File: src/rtl/memory_bus_6s4x_if.sv
// CPU-side nibble bus of memory_bus_6s4x: address, write strobe/data and
// the registered read nibble returned by the bus.
interface memory_bus_6s4x_if;
  logic [11:0] memory_addr;
  logic        memory_write_en;
  logic [3:0]  memory_write_data;
  logic [3:0]  memory_read_data;

  modport master (
    output memory_addr,
    output memory_write_en,
    output memory_write_data,
    input  memory_read_data
  );

  modport slave (
    input  memory_addr,
    input  memory_write_en,
    input  memory_write_data,
    output memory_read_data
  );
endinterface

File: src/rtl/memory_bus_6s4x.sv
// Nibble memory bus: RAM, two VRAM display segments with an LCD scanout port,
// and an I/O page holding the interrupt factor/mask registers.
module memory_bus_6s4x #(
  parameter int          RAM_DEPTH    = 640,
  parameter int          SEG_LEN      = 80,
  parameter logic [11:0] SEG_LO_BASE  = 12'hE00,
  parameter logic [11:0] SEG_HI_BASE  = 12'hE80,
  parameter int          INT_CHANNELS = 3
) (
  input  logic                      clk,
  input  logic                      reset_n,
  memory_bus_6s4x_if.slave          bus,
  input  logic [7:0]                video_addr,
  output logic [3:0]                video_data,
  input  logic [4*INT_CHANNELS-1:0] int_event,
  output logic                      interrupt_req
);

  localparam int          RAM_AW     = (RAM_DEPTH > 1) ? $clog2(RAM_DEPTH) : 1;
  localparam int          FW         = 4 * INT_CHANNELS;
  localparam logic [11:0] RAM_END    = 12'(RAM_DEPTH);
  localparam logic [11:0] LO_END     = 12'(SEG_LO_BASE + SEG_LEN);
  localparam logic [11:0] HI_END     = 12'(SEG_HI_BASE + SEG_LEN);
  localparam logic [8:0]  VID_LO_END = 9'(SEG_LEN);
  localparam logic [8:0]  VID_HI_END = 9'(128 + SEG_LEN);

  typedef enum logic [1:0] {SRC_ZERO, SRC_RAM, SRC_VRAM, SRC_IO} src_e;

  logic [11:0]       addr;
  logic              wr_en;
  logic              rd_en;
  logic [3:0]        wdata;
  logic              sel_ram;
  logic              sel_vram;
  logic              sel_io;
  logic [RAM_AW-1:0] ram_idx;
  logic [7:0]        vram_idx;
  logic [2:0]        io_ch;
  logic              ch_ok;
  logic              is_flag;
  logic              is_mask;
  logic              is_stat;
  logic [3:0]        io_rdata;
  logic              vid_ok;

  logic [3:0]        ram_q  [RAM_DEPTH];
  logic [3:0]        vram_q [256];
  logic [3:0]        ram_rd_q;
  logic [3:0]        vram_rd_q;
  logic [3:0]        vid_raw_q;

  logic [FW-1:0]     flags_q, flags_d;
  logic [FW-1:0]     mask_q,  mask_d;
  logic              irq_q,   irq_d;
  src_e              src_q,   src_d;
  logic [3:0]        io_rd_q, io_rd_d;
  logic              vid_ok_q;

  assign addr  = bus.memory_addr;
  assign wr_en = bus.memory_write_en;
  assign rd_en = ~bus.memory_write_en;
  assign wdata = bus.memory_write_data;

  always_comb begin
    sel_ram  = (addr < RAM_END);
    sel_vram = ~sel_ram &&
               (((addr >= SEG_LO_BASE) && (addr < LO_END)) ||
                ((addr >= SEG_HI_BASE) && (addr < HI_END)));
    sel_io   = ~sel_ram && ~sel_vram && (addr[11:8] == 4'hF);
    ram_idx  = addr[RAM_AW-1:0];
    vram_idx = 8'(addr - SEG_LO_BASE);
    io_ch    = addr[2:0];
    ch_ok    = (addr[3:0] < 4'(INT_CHANNELS));
    is_flag  = sel_io && (addr[7:4] == 4'h0) && ch_ok;
    is_mask  = sel_io && (addr[7:4] == 4'h1) && ch_ok;
    is_stat  = sel_io && (addr[7:0] == 8'h20);
    // Scanout indexes between the segments hold nothing ever written: read as zero
    vid_ok   = ({1'b0, video_addr} < VID_LO_END) ||
               ((video_addr >= 8'd128) && ({1'b0, video_addr} < VID_HI_END));
  end

  always_comb begin
    io_rdata = 4'h0;
    if (is_flag)      io_rdata = flags_q[{io_ch, 2'b00} +: 4];
    else if (is_mask) io_rdata = mask_q[{io_ch, 2'b00} +: 4];
    else if (is_stat) io_rdata = {3'b000, irq_q};
  end

  // A clearing read and a new event on the same bit: the event wins
  always_comb begin
    flags_d = flags_q;
    if (rd_en && is_flag) flags_d[{io_ch, 2'b00} +: 4] = 4'h0;
    flags_d = flags_d | int_event;
    mask_d = mask_q;
    if (wr_en && is_mask) mask_d[{io_ch, 2'b00} +: 4] = wdata;
    irq_d = |(flags_d & mask_d);
  end

  always_comb begin
    src_d   = src_q;
    io_rd_d = io_rd_q;
    if (rd_en) begin
      io_rd_d = io_rdata;
      if (sel_ram)       src_d = SRC_RAM;
      else if (sel_vram) src_d = SRC_VRAM;
      else if (sel_io)   src_d = SRC_IO;
      else               src_d = SRC_ZERO;
    end
  end

  always_ff @(posedge clk or negedge reset_n) begin
    if (!reset_n) begin
      flags_q  <= '0;
      mask_q   <= '0;
      irq_q    <= 1'b0;
      src_q    <= SRC_ZERO;
      io_rd_q  <= 4'h0;
      vid_ok_q <= 1'b0;
    end else begin
      flags_q  <= flags_d;
      mask_q   <= mask_d;
      irq_q    <= irq_d;
      src_q    <= src_d;
      io_rd_q  <= io_rd_d;
      vid_ok_q <= vid_ok;
    end
  end

  // Storage arrays and their read registers stay unreset so they map to block RAM
  always_ff @(posedge clk) begin
    if (wr_en && sel_ram) ram_q[ram_idx] <= wdata;
    if (rd_en && sel_ram) ram_rd_q <= ram_q[ram_idx];
  end

  always_ff @(posedge clk) begin
    if (wr_en && sel_vram) vram_q[vram_idx] <= wdata;
    if (rd_en && sel_vram) vram_rd_q <= vram_q[vram_idx];
    vid_raw_q <= vram_q[video_addr];
  end

  always_comb begin
    case (src_q)
      SRC_RAM:  bus.memory_read_data = ram_rd_q;
      SRC_VRAM: bus.memory_read_data = vram_rd_q;
      SRC_IO:   bus.memory_read_data = io_rd_q;
      default:  bus.memory_read_data = 4'h0;
    endcase
  end

  assign video_data    = vid_ok_q ? vid_raw_q : 4'h0;
  assign interrupt_req = irq_q;

endmodule

File: src/flat_wrapper.sv
// flat-port wrapper written by rule: the top's interface ports become plain ports
module memory_bus_6s4x_flat 
#(
  parameter int          RAM_DEPTH    = 640,
  parameter int          SEG_LEN      = 80,
  parameter logic [11:0] SEG_LO_BASE  = 12'hE00,
  parameter logic [11:0] SEG_HI_BASE  = 12'hE80,
  parameter int          INT_CHANNELS = 3
)
  (clk, reset_n, video_addr, video_data, int_event, interrupt_req, bus_memory_addr, bus_memory_write_en, bus_memory_write_data, bus_memory_read_data);
  memory_bus_6s4x_if bus_i ();
  input  logic clk;
  input  logic reset_n;
  input  logic [7:0] video_addr;
  output logic [3:0] video_data;
  input  logic [4*INT_CHANNELS-1:0] int_event;
  output logic interrupt_req;
  input wire logic [$bits(bus_i.memory_addr)-1:0] bus_memory_addr;
  input wire logic [$bits(bus_i.memory_write_en)-1:0] bus_memory_write_en;
  input wire logic [$bits(bus_i.memory_write_data)-1:0] bus_memory_write_data;
  output wire logic [$bits(bus_i.memory_read_data)-1:0] bus_memory_read_data;
  assign bus_i.memory_addr = bus_memory_addr;
  assign bus_i.memory_write_en = bus_memory_write_en;
  assign bus_i.memory_write_data = bus_memory_write_data;
  assign bus_memory_read_data = bus_i.memory_read_data;
  memory_bus_6s4x #(.RAM_DEPTH(RAM_DEPTH), .SEG_LEN(SEG_LEN), .SEG_LO_BASE(SEG_LO_BASE), .SEG_HI_BASE(SEG_HI_BASE), .INT_CHANNELS(INT_CHANNELS)) u_core (.clk(clk), .reset_n(reset_n), .bus(bus_i), .video_addr(video_addr), .video_data(video_data), .int_event(int_event), .interrupt_req(interrupt_req));
endmodule
File: config.mk
export PLATFORM = sky130hd
export DESIGN_NAME = memory_bus_6s4x_flat
export DESIGN_NICKNAME = d
export VERILOG_FILES = /design/src/rtl/memory_bus_6s4x_if.sv /design/src/rtl/memory_bus_6s4x.sv /design/src/flat_wrapper.sv
export SDC_FILE = /design/constraint.sdc
export NUM_CORES = 2
export LEC_CHECK = 0
export CORE_UTILIZATION = 40
export DETAILED_ROUTE_END_ITERATION = 8
export HOLD_SLACK_MARGIN = 0.08
export PLACE_DENSITY = 0.6
export SETUP_SLACK_MARGIN = 0.2
export SYNTH_ARGS = -nofsm -noshare
export SYNTH_HDL_FRONTEND = slang
export SYNTH_SLANG_ARGS = --single-unit
File: constraint.sdc
create_clock -name clk -period 2.7 [get_ports clk]
set_input_delay 0.405 -clock clk [delete_from_list [all_inputs] [get_ports clk]]
set_output_delay 0.405 -clock clk [all_outputs]
set_load 0.1 [all_outputs]
# ---- Word level (Yosys, flattened, before mapping)
# Memory sizes are Yosys's and may differ from the RTL's. A register that Yosys moved wholly into a read port is not among the register bits.
# Index checks and enable logic that the tools add are counted.
dict set report totals {
  out_inout_bits 9
  mem_bits_rw 3584
  regBits 32
  input_bits 39
  memories 2
  wordCells 72
}
# memory depth width read_ports rd_ports_with_merged_regs write_ports line_no
set mem_list {}
lappend mem_list {u_core.ram_q 640 4 1 1 1 memory_bus_6s4x.sv:46} ;# logic [3:0] ram_q [RAM_DEPTH];
lappend mem_list {u_core.vram_q 256 4 2 2 1 memory_bus_6s4x.sv:47} ;# logic [3:0] vram_q [256];
dict set report classes {
  bitwise 5
  order_cmp 9
  n_mux 16
  n_shift 5
  n_addsub 2
  n_eq_ne 6
  n_reduce_logical 21
}
# cell count
set op_table {}
lappend op_table {{12-bit bitwise mux} 2}
lappend op_table {{12-bit >= comparator (second input constant)} 2}
lappend op_table {{12-bit less-than comparator (second input constant)} 2}
lappend op_table {{12-bit two-way mux} 2}
lappend op_table {{12-bit by 6-bit variable part select with 4-bit output} 2}
lappend op_table {{1-bit logical AND} 17}
lappend op_table {{12-bit bitwise AND} 1}
lappend op_table {{12-bit by 10-bit less-than comparator with 1-bit output (second input constant)} 1}
lappend op_table {{4-bit two-way mux} 3}
lappend op_table {{12-bit bitwise OR} 1}
lappend op_table {{4-bit one-hot mux with 3 select lines} 1}
lappend op_table {{12-bit OR reduction} 1}
lappend op_table {{4-bit by 7-bit variable shift with 12-bit output (first input constant)} 1}
lappend op_table {{4-bit by 7-bit variable part select with 12-bit output} 1}
lappend op_table {{4-bit by 7-bit variable part select with 12-bit output (first input constant)} 1}
lappend op_table {{8-bit by 6-bit equality test with 1-bit output (second input constant)} 1}
lappend op_table {{8-bit >= comparator (second input constant)} 1}
lappend op_table {{8-bit by 7-bit less-than comparator with 1-bit output (second input constant)} 1}
lappend op_table {{8-bit less-than comparator (second input constant)} 1}
lappend op_table {{8-bit by 1-bit subtractor with 8-bit output (second input constant)} 1}
lappend op_table {{5-bit negator with 7-bit output} 1}
lappend op_table {{2-bit two-way mux} 3}
lappend op_table {{1-bit two-way mux} 5}
lappend op_table {{2-bit equality test (second input constant)} 2}
lappend op_table {{7 further kinds} 10}

# ---- Depth between registers and ports, before layout
dict set report depth {
  ltp_word 14
  ltp_mapped 16
  depth_no_buf 10
}

# ---- Worst setup path before layout
# OpenSTA, ideal clock, no wires.
dict set report synth_path {
  path_type {input -> register}
  from {input port bus_memory_addr[0]}
  to {register u_core.irq_q, in the netlist u_core.interrupt_req}
  path_slack_ns -1.163
  required_ns 2.571
  n_path_buf 6
  t_arrival_ns 3.734
  path_stages 16
  setup_ns 0.129
  path_cell_list {buf_6 > buf_6 > buf_6 > buf_2 > inv_1 > buf_2 > buf_2 > ha_1 > ha_1 > nor4b_1 > nand3_1 > nor3b_1 > mux2_2 > a22oi_1 > nand4_1 > nand3b_1}
}
dict set report synth_via {
  word_cells_on_any_way 31
  cone_classes {add/sub (1); order compare (6); shift (3); mux (4); bitwise (4); reduce/logical (13)}
}
# item line_no
set synth_rtl {}
lappend synth_rtl {{start: declaration} flat_wrapper.sv:18} ;# input wire logic [$bits(bus_i.memory_addr)-1:0] bus_memory_addr;
lappend synth_rtl {{12-bit >= comparator, or another cell as far along} memory_bus_6s4x.sv:67} ;# (((addr >= SEG_LO_BASE) && (addr < LO_END)) ||
lappend synth_rtl {{1-bit logical AND (on tied branches)} {memory_bus_6s4x.sv:67, memory_bus_6s4x.sv:68}}
lappend synth_rtl {{1-bit logical OR} memory_bus_6s4x.sv:67}
lappend synth_rtl {{1-bit logical AND} memory_bus_6s4x.sv:66} ;# sel_vram = ~sel_ram &&
lappend synth_rtl {{1-bit NOT} memory_bus_6s4x.sv:69} ;# sel_io = ~sel_ram && ~sel_vram && (addr[11:8] == 4'hF);
lappend synth_rtl {{1-bit logical AND (2 in a row)} memory_bus_6s4x.sv:69}
lappend synth_rtl {{1-bit logical AND (2 in a row)} memory_bus_6s4x.sv:75} ;# is_mask = sel_io && (addr[7:4] == 4'h1) && ch_ok;
lappend synth_rtl {{1-bit logical AND} memory_bus_6s4x.sv:95} ;# if (wr_en && is_mask) mask_d[{io_ch, 2'b00} +: 4] = wdata;
lappend synth_rtl {{12-bit two-way mux (*)} memory_bus_6s4x.sv:95}
lappend synth_rtl {{net u_core.mask_d[3]} memory_bus_6s4x.sv:53} ;# logic [FW-1:0] mask_q, mask_d;
lappend synth_rtl {{12-bit bitwise AND (*)} memory_bus_6s4x.sv:96} ;# irq_d = |(flags_d & mask_d);
lappend synth_rtl {{12-bit OR reduction (*)} memory_bus_6s4x.sv:96}
lappend synth_rtl {{net u_core.irq_d} memory_bus_6s4x.sv:54} ;# logic irq_q, irq_d;
lappend synth_rtl {{end signal: assignment} memory_bus_6s4x.sv:122} ;# irq_q <= irq_d;
lappend synth_rtl {{end: declaration} memory_bus_6s4x.sv:54}
# Mark *: on every way through the listed nets, which the timed path passes. The rest lies on a longest branch.
# A chain may end at the register's enable or synchronous reset.

==> results_dict.tcl <==
set metrics [dict create \
    route.antenna.remaining_nets 0 \
    p_leak_nw 62.8 \
    clkLatencyLatePin_ns 0.96 \
    critPathKind "flop to flop" \
    ys_warn_count 0 \
    area_growth_pct 24.5 \
    final_critical_path_setup_slack_ns -0.235 \
    ys.flop_type "sky130_fd_sc_hd__edfxtp_1" \
    post-route-drc-count 0 \
    number_of_inserted_filler_cells_in_the_final_layout 30100 \
    cells_along_the_critical_path "mux4_2 -> and2_1 -> a2111oi_0 -> buf_4 -> a311oi_1 -> nand4_1 -> nand4_1 -> and4_1" \
    violations "negative setup slack" \
    max-slew-margin-rel_pct 33.9 \
    vias_per_cell 5.72 \
    dp.final_hpwl_um 313000 \
    place_congestion 0.914 \
    floorplan.core_area_sq_um 373000 \
    io-pin-count 48 \
    post_synth.cell_area_avg_sq_um 20.4 \
    max_clock_freq_ghz 0.341 \
    largest_family_of_logic_cells_by_synthesized_area "multiplexers" \
    holdCritPathClass "primary input to async pin" \
    dieWidth_um 615 \
    grt_overflow 0 \
    clk_pin_slew_worst_paths_ns 0.07 \
    power.density_nw_per_um2 664 \
    tritoncts "built" \
    post-route-period-util_pct 109 \
    adder_and_majority_gate_portion_of_the_synthesized_area_pct 0.0416 \
    numClockSinks 3628 \
    synth-edff-count 3592 \
    post_synth_inst_count 7378 \
    synthDominantAreaCellType "sky130_fd_sc_hd__edfxtp_1" \
    timing.reg2reg.setup_slack_ns -0.24 \
    finClkSkew_ns 0.0910 \
    die_area_sq_um 379000 \
    grt_use_total_pct 23.7 \
    setup_violations 5 \
    synthSimpleGateAreaFrac_pct 3.43 \
    worst-path-max-fanout 1 \
    run_status "finished with violations" \
    die_height_um 615 \
    pin_count_of_the_biggest_net_entering_global_routing 113 \
    cpPeakStageDelay_ns 0.73 \
    ys_top_cells_by_area "sky130_fd_sc_hd__edfxtp_1 (72%), sky130_fd_sc_hd__mux4_2 (19%), sky130_fd_sc_hd__nor2_1 (2.1%)" \
    cts_buffer_depth 4 \
    worst_pin_slew_ns 0.991 \
    yosys.area.top_type_share_pct 71.7 \
    worst_vdd_ir_v 0.000530 \
    fin_crit_ns 2.94 \
    synth_compound_gate_area_share_pct 2.30 \
    muxShareOfSynthArea_pct 20.2 \
    cts_root_buf "sky130_fd_sc_hd__clkbuf_16" \
    cts-htree-levels 5 \
    route.detailed.wl_per_inst_um 30.6 \
    place_ws_ns -1.48 \
    path_buf_inv 1 \
    finalMaxSlewViolations 0 \
    synth-seq-area-share_pct 72.3 \
    critical_path.endpoint_type "flop" \
    count_of_input_and_output_buffers 47 \
    maxCapViolCount 0 \
    number_of_cts_inserted_buffers 372 \
    timing.critical_path.from_type "flop" \
    final_layout_size_suffix_gt1_share_pct 40.7 \
    cp_common_cell "sky130_fd_sc_hd__nand4_1" \
    hold_viol 0 \
    critPathTopFamily "simple AND/OR/NAND/NOR gates" \
    grt_pass1_wl_um 644000 \
    dr_total_vias 84900 \
    final_core_utilization_pct 50.2 \
    critical_path_required_ns 3.41 \
    fraction_of_synthesis_flops_using_an_asynchronous_set_or_reset_pin_pct 0.882 \
    critical_path.slowest_cell "sky130_fd_sc_hd__a2111oi_0" \
    count_of_distinct_cell_types_in_the_synthesized_netlist 70 \
    worstPathArrival_ns 3.64 \
    fp-row-count 224 \
    post_synthesis_instance_area_sq_um 150000 \
    yosys.area_share.xor_xnor_pct 0 \
    start_util_pct 40.3 \
    first_global_vias 86800 \
    route.final.wire_length_um 454000 \
    grt_setup_unrepaired "true" \
    initialDrtViolationCount 10100 \
    final_nets 9589 \
    grt_antenna_before_repair 16 \
    drt_pre_antenna_iters 6 \
    synth_top_cells_by_count "sky130_fd_sc_hd__edfxtp_1 (3,592), sky130_fd_sc_hd__mux4_2 (1,265), sky130_fd_sc_hd__nor2_1 (839), sky130_fd_sc_hd__clkbuf_1 (254), sky130_fd_sc_hd__nand2_1 (196)" \
    ys_seq_elements 3628 \
    synth.most_common_cell "sky130_fd_sc_hd__edfxtp_1" \
]
-- cell families after synthesis --
family / Yosys count
AOI/OAI and AO/OA: 478
and+or+nand+nor: 1246
DFF: 3628
muxes: 1448
adders and majority gates: 5
buffers and inverters: 572
other: 1
-- per-layer routing --
layer / share of wire [%] / up-vias / global-route usage (%)
li1: - / 34900 / -
met1: 39 / 45200 / 31.3
met2: 49 / 3986 / 39.2
met3: 7.7 / 855 / 3.65
met4: 4.9 / 0 / 10.2
met5: 0 / - / 0
-- power breakdown --
group / internal (mW) / leakage, nW / switching (mW)
logic: 4.04 / 23.8 / 5.09
clock network: 30.4 / 6.00 / 22.1
registers: 62.4 / 33.0 / 0.243
total: 96.9 / 62.8 / 27.4
-- registers in the layout, summed over array words and instances, names as in the netlist --
register              count
u_core.flags_q           12
u_core.interrupt_req      1
u_core.io_rd_q            4
u_core.mask_q            12
u_core.ram_q           2560
u_core.ram_rd_q           4
u_core.src_q              2
u_core.vid_ok_q           1
u_core.vid_raw_q          4
u_core.vram_q          1024
u_core.vram_rd_q          4
-- repair_timing --
| action | CTS | global route |
|---|---|---|
| gates resized for setup | 81 | 43 |
| setup endpoints to repair | 16 | 40 |
| setup buffers | 10 | 10 |
| hold buffers | 21 | 0 |
| hold endpoints to repair | 190 | 0 |
| pin swaps | 20 | 16 |
| gates cloned | 0 | 2 |
-- path summary, 6_finish.rpt --
kind / start / endpoint / cells past startpoint
max reg2reg: u_core.ram_q[151][3]$_DFFE_PP_ / u_core.ram_rd_q[3]$_DFFE_PP_ / 8
max: u_core.ram_q[151][3]$_DFFE_PP_ / u_core.ram_rd_q[3]$_DFFE_PP_ / 8
min reg2reg: u_core.flags_q[7]$_DFF_PN0_ / u_core.flags_q[7]$_DFF_PN0_ / 2
min in group clk: bus_memory_write_en / u_core.io_rd_q[3]$_DFFE_PN0N_ / 3
min: reset_n / u_core.io_rd_q[0]$_DFFE_PN0N_ / 2
max in group asynchronous: reset_n / u_core.vid_ok_q$_DFF_PN0_ / 3
-- cells in the final DEF (no fill, tap or decap), types with 65 or more instances in the layout --
cell	n
sky130_fd_sc_hd__a22oi_1	102
sky130_fd_sc_hd__buf_12	249
sky130_fd_sc_hd__buf_4	1645
sky130_fd_sc_hd__clkbuf_16	382
sky130_fd_sc_hd__clkinv_1	70
sky130_fd_sc_hd__clkinv_2	65
sky130_fd_sc_hd__conb_1	384
sky130_fd_sc_hd__edfxtp_1	3592
sky130_fd_sc_hd__mux2i_1	154
sky130_fd_sc_hd__mux4_2	1265
sky130_fd_sc_hd__nand2_1	195
sky130_fd_sc_hd__nor2_1	713
sky130_fd_sc_hd__nor2_2	122
-- through the flow --
stage | std cells | cell area, sq um | hold WS, ns | TNS, ns | total power, mW
2_1_floorplan | 7761 | 152000 | 0.109 | -2.17 | 68.1
3_3_place_gp | 14100 | 174000 | 0.480 | -1268.82 | 72.6
3_5_place_dp | 14100 | 174000 | 0.485 | -1278.24 | 72.8
4_1_cts | 14800 | 187000 | 0.132 | -0.610 | 125
5_1_grt | 14800 | 187000 | 0.195 | -0.577 | 127
6_report | 14800 | 187000 | 0.196 | -0.365 | 124
-- area by class of cell --
| class | count | area (sq um) | area share (%) |
|---|---|---|---|
| diodes | 12 | 30.0 | 0.0160 |
| clock buffers | 446 | 9780 | 5.22 |
| clock inverters | 237 | 2600 | 1.39 |
| inverters | 23 | 96.3 | 0.0514 |
| multi-input cells | 3561 | 41600 | 22.2 |
| flip-flops and latches | 3628 | 109000 | 58.1 |
| well taps | 4972 | 6220 | 3.32 |
| repair buffers | 1959 | 18200 | 9.71 |
-- worst register-to-register path: stages, from the launching register on --
cell and delay, ns:
sky130_fd_sc_hd__edfxtp_1 0.36, sky130_fd_sc_hd__mux4_2 0.50, sky130_fd_sc_hd__and2_1 0.17, sky130_fd_sc_hd__a2111oi_0 0.73, sky130_fd_sc_hd__buf_4 0.22, sky130_fd_sc_hd__a311oi_1 0.05
sky130_fd_sc_hd__nand4_1 0.26, sky130_fd_sc_hd__nand4_1 0.16, sky130_fd_sc_hd__and4_1 0.23
(Power assumes the default switching activity.)
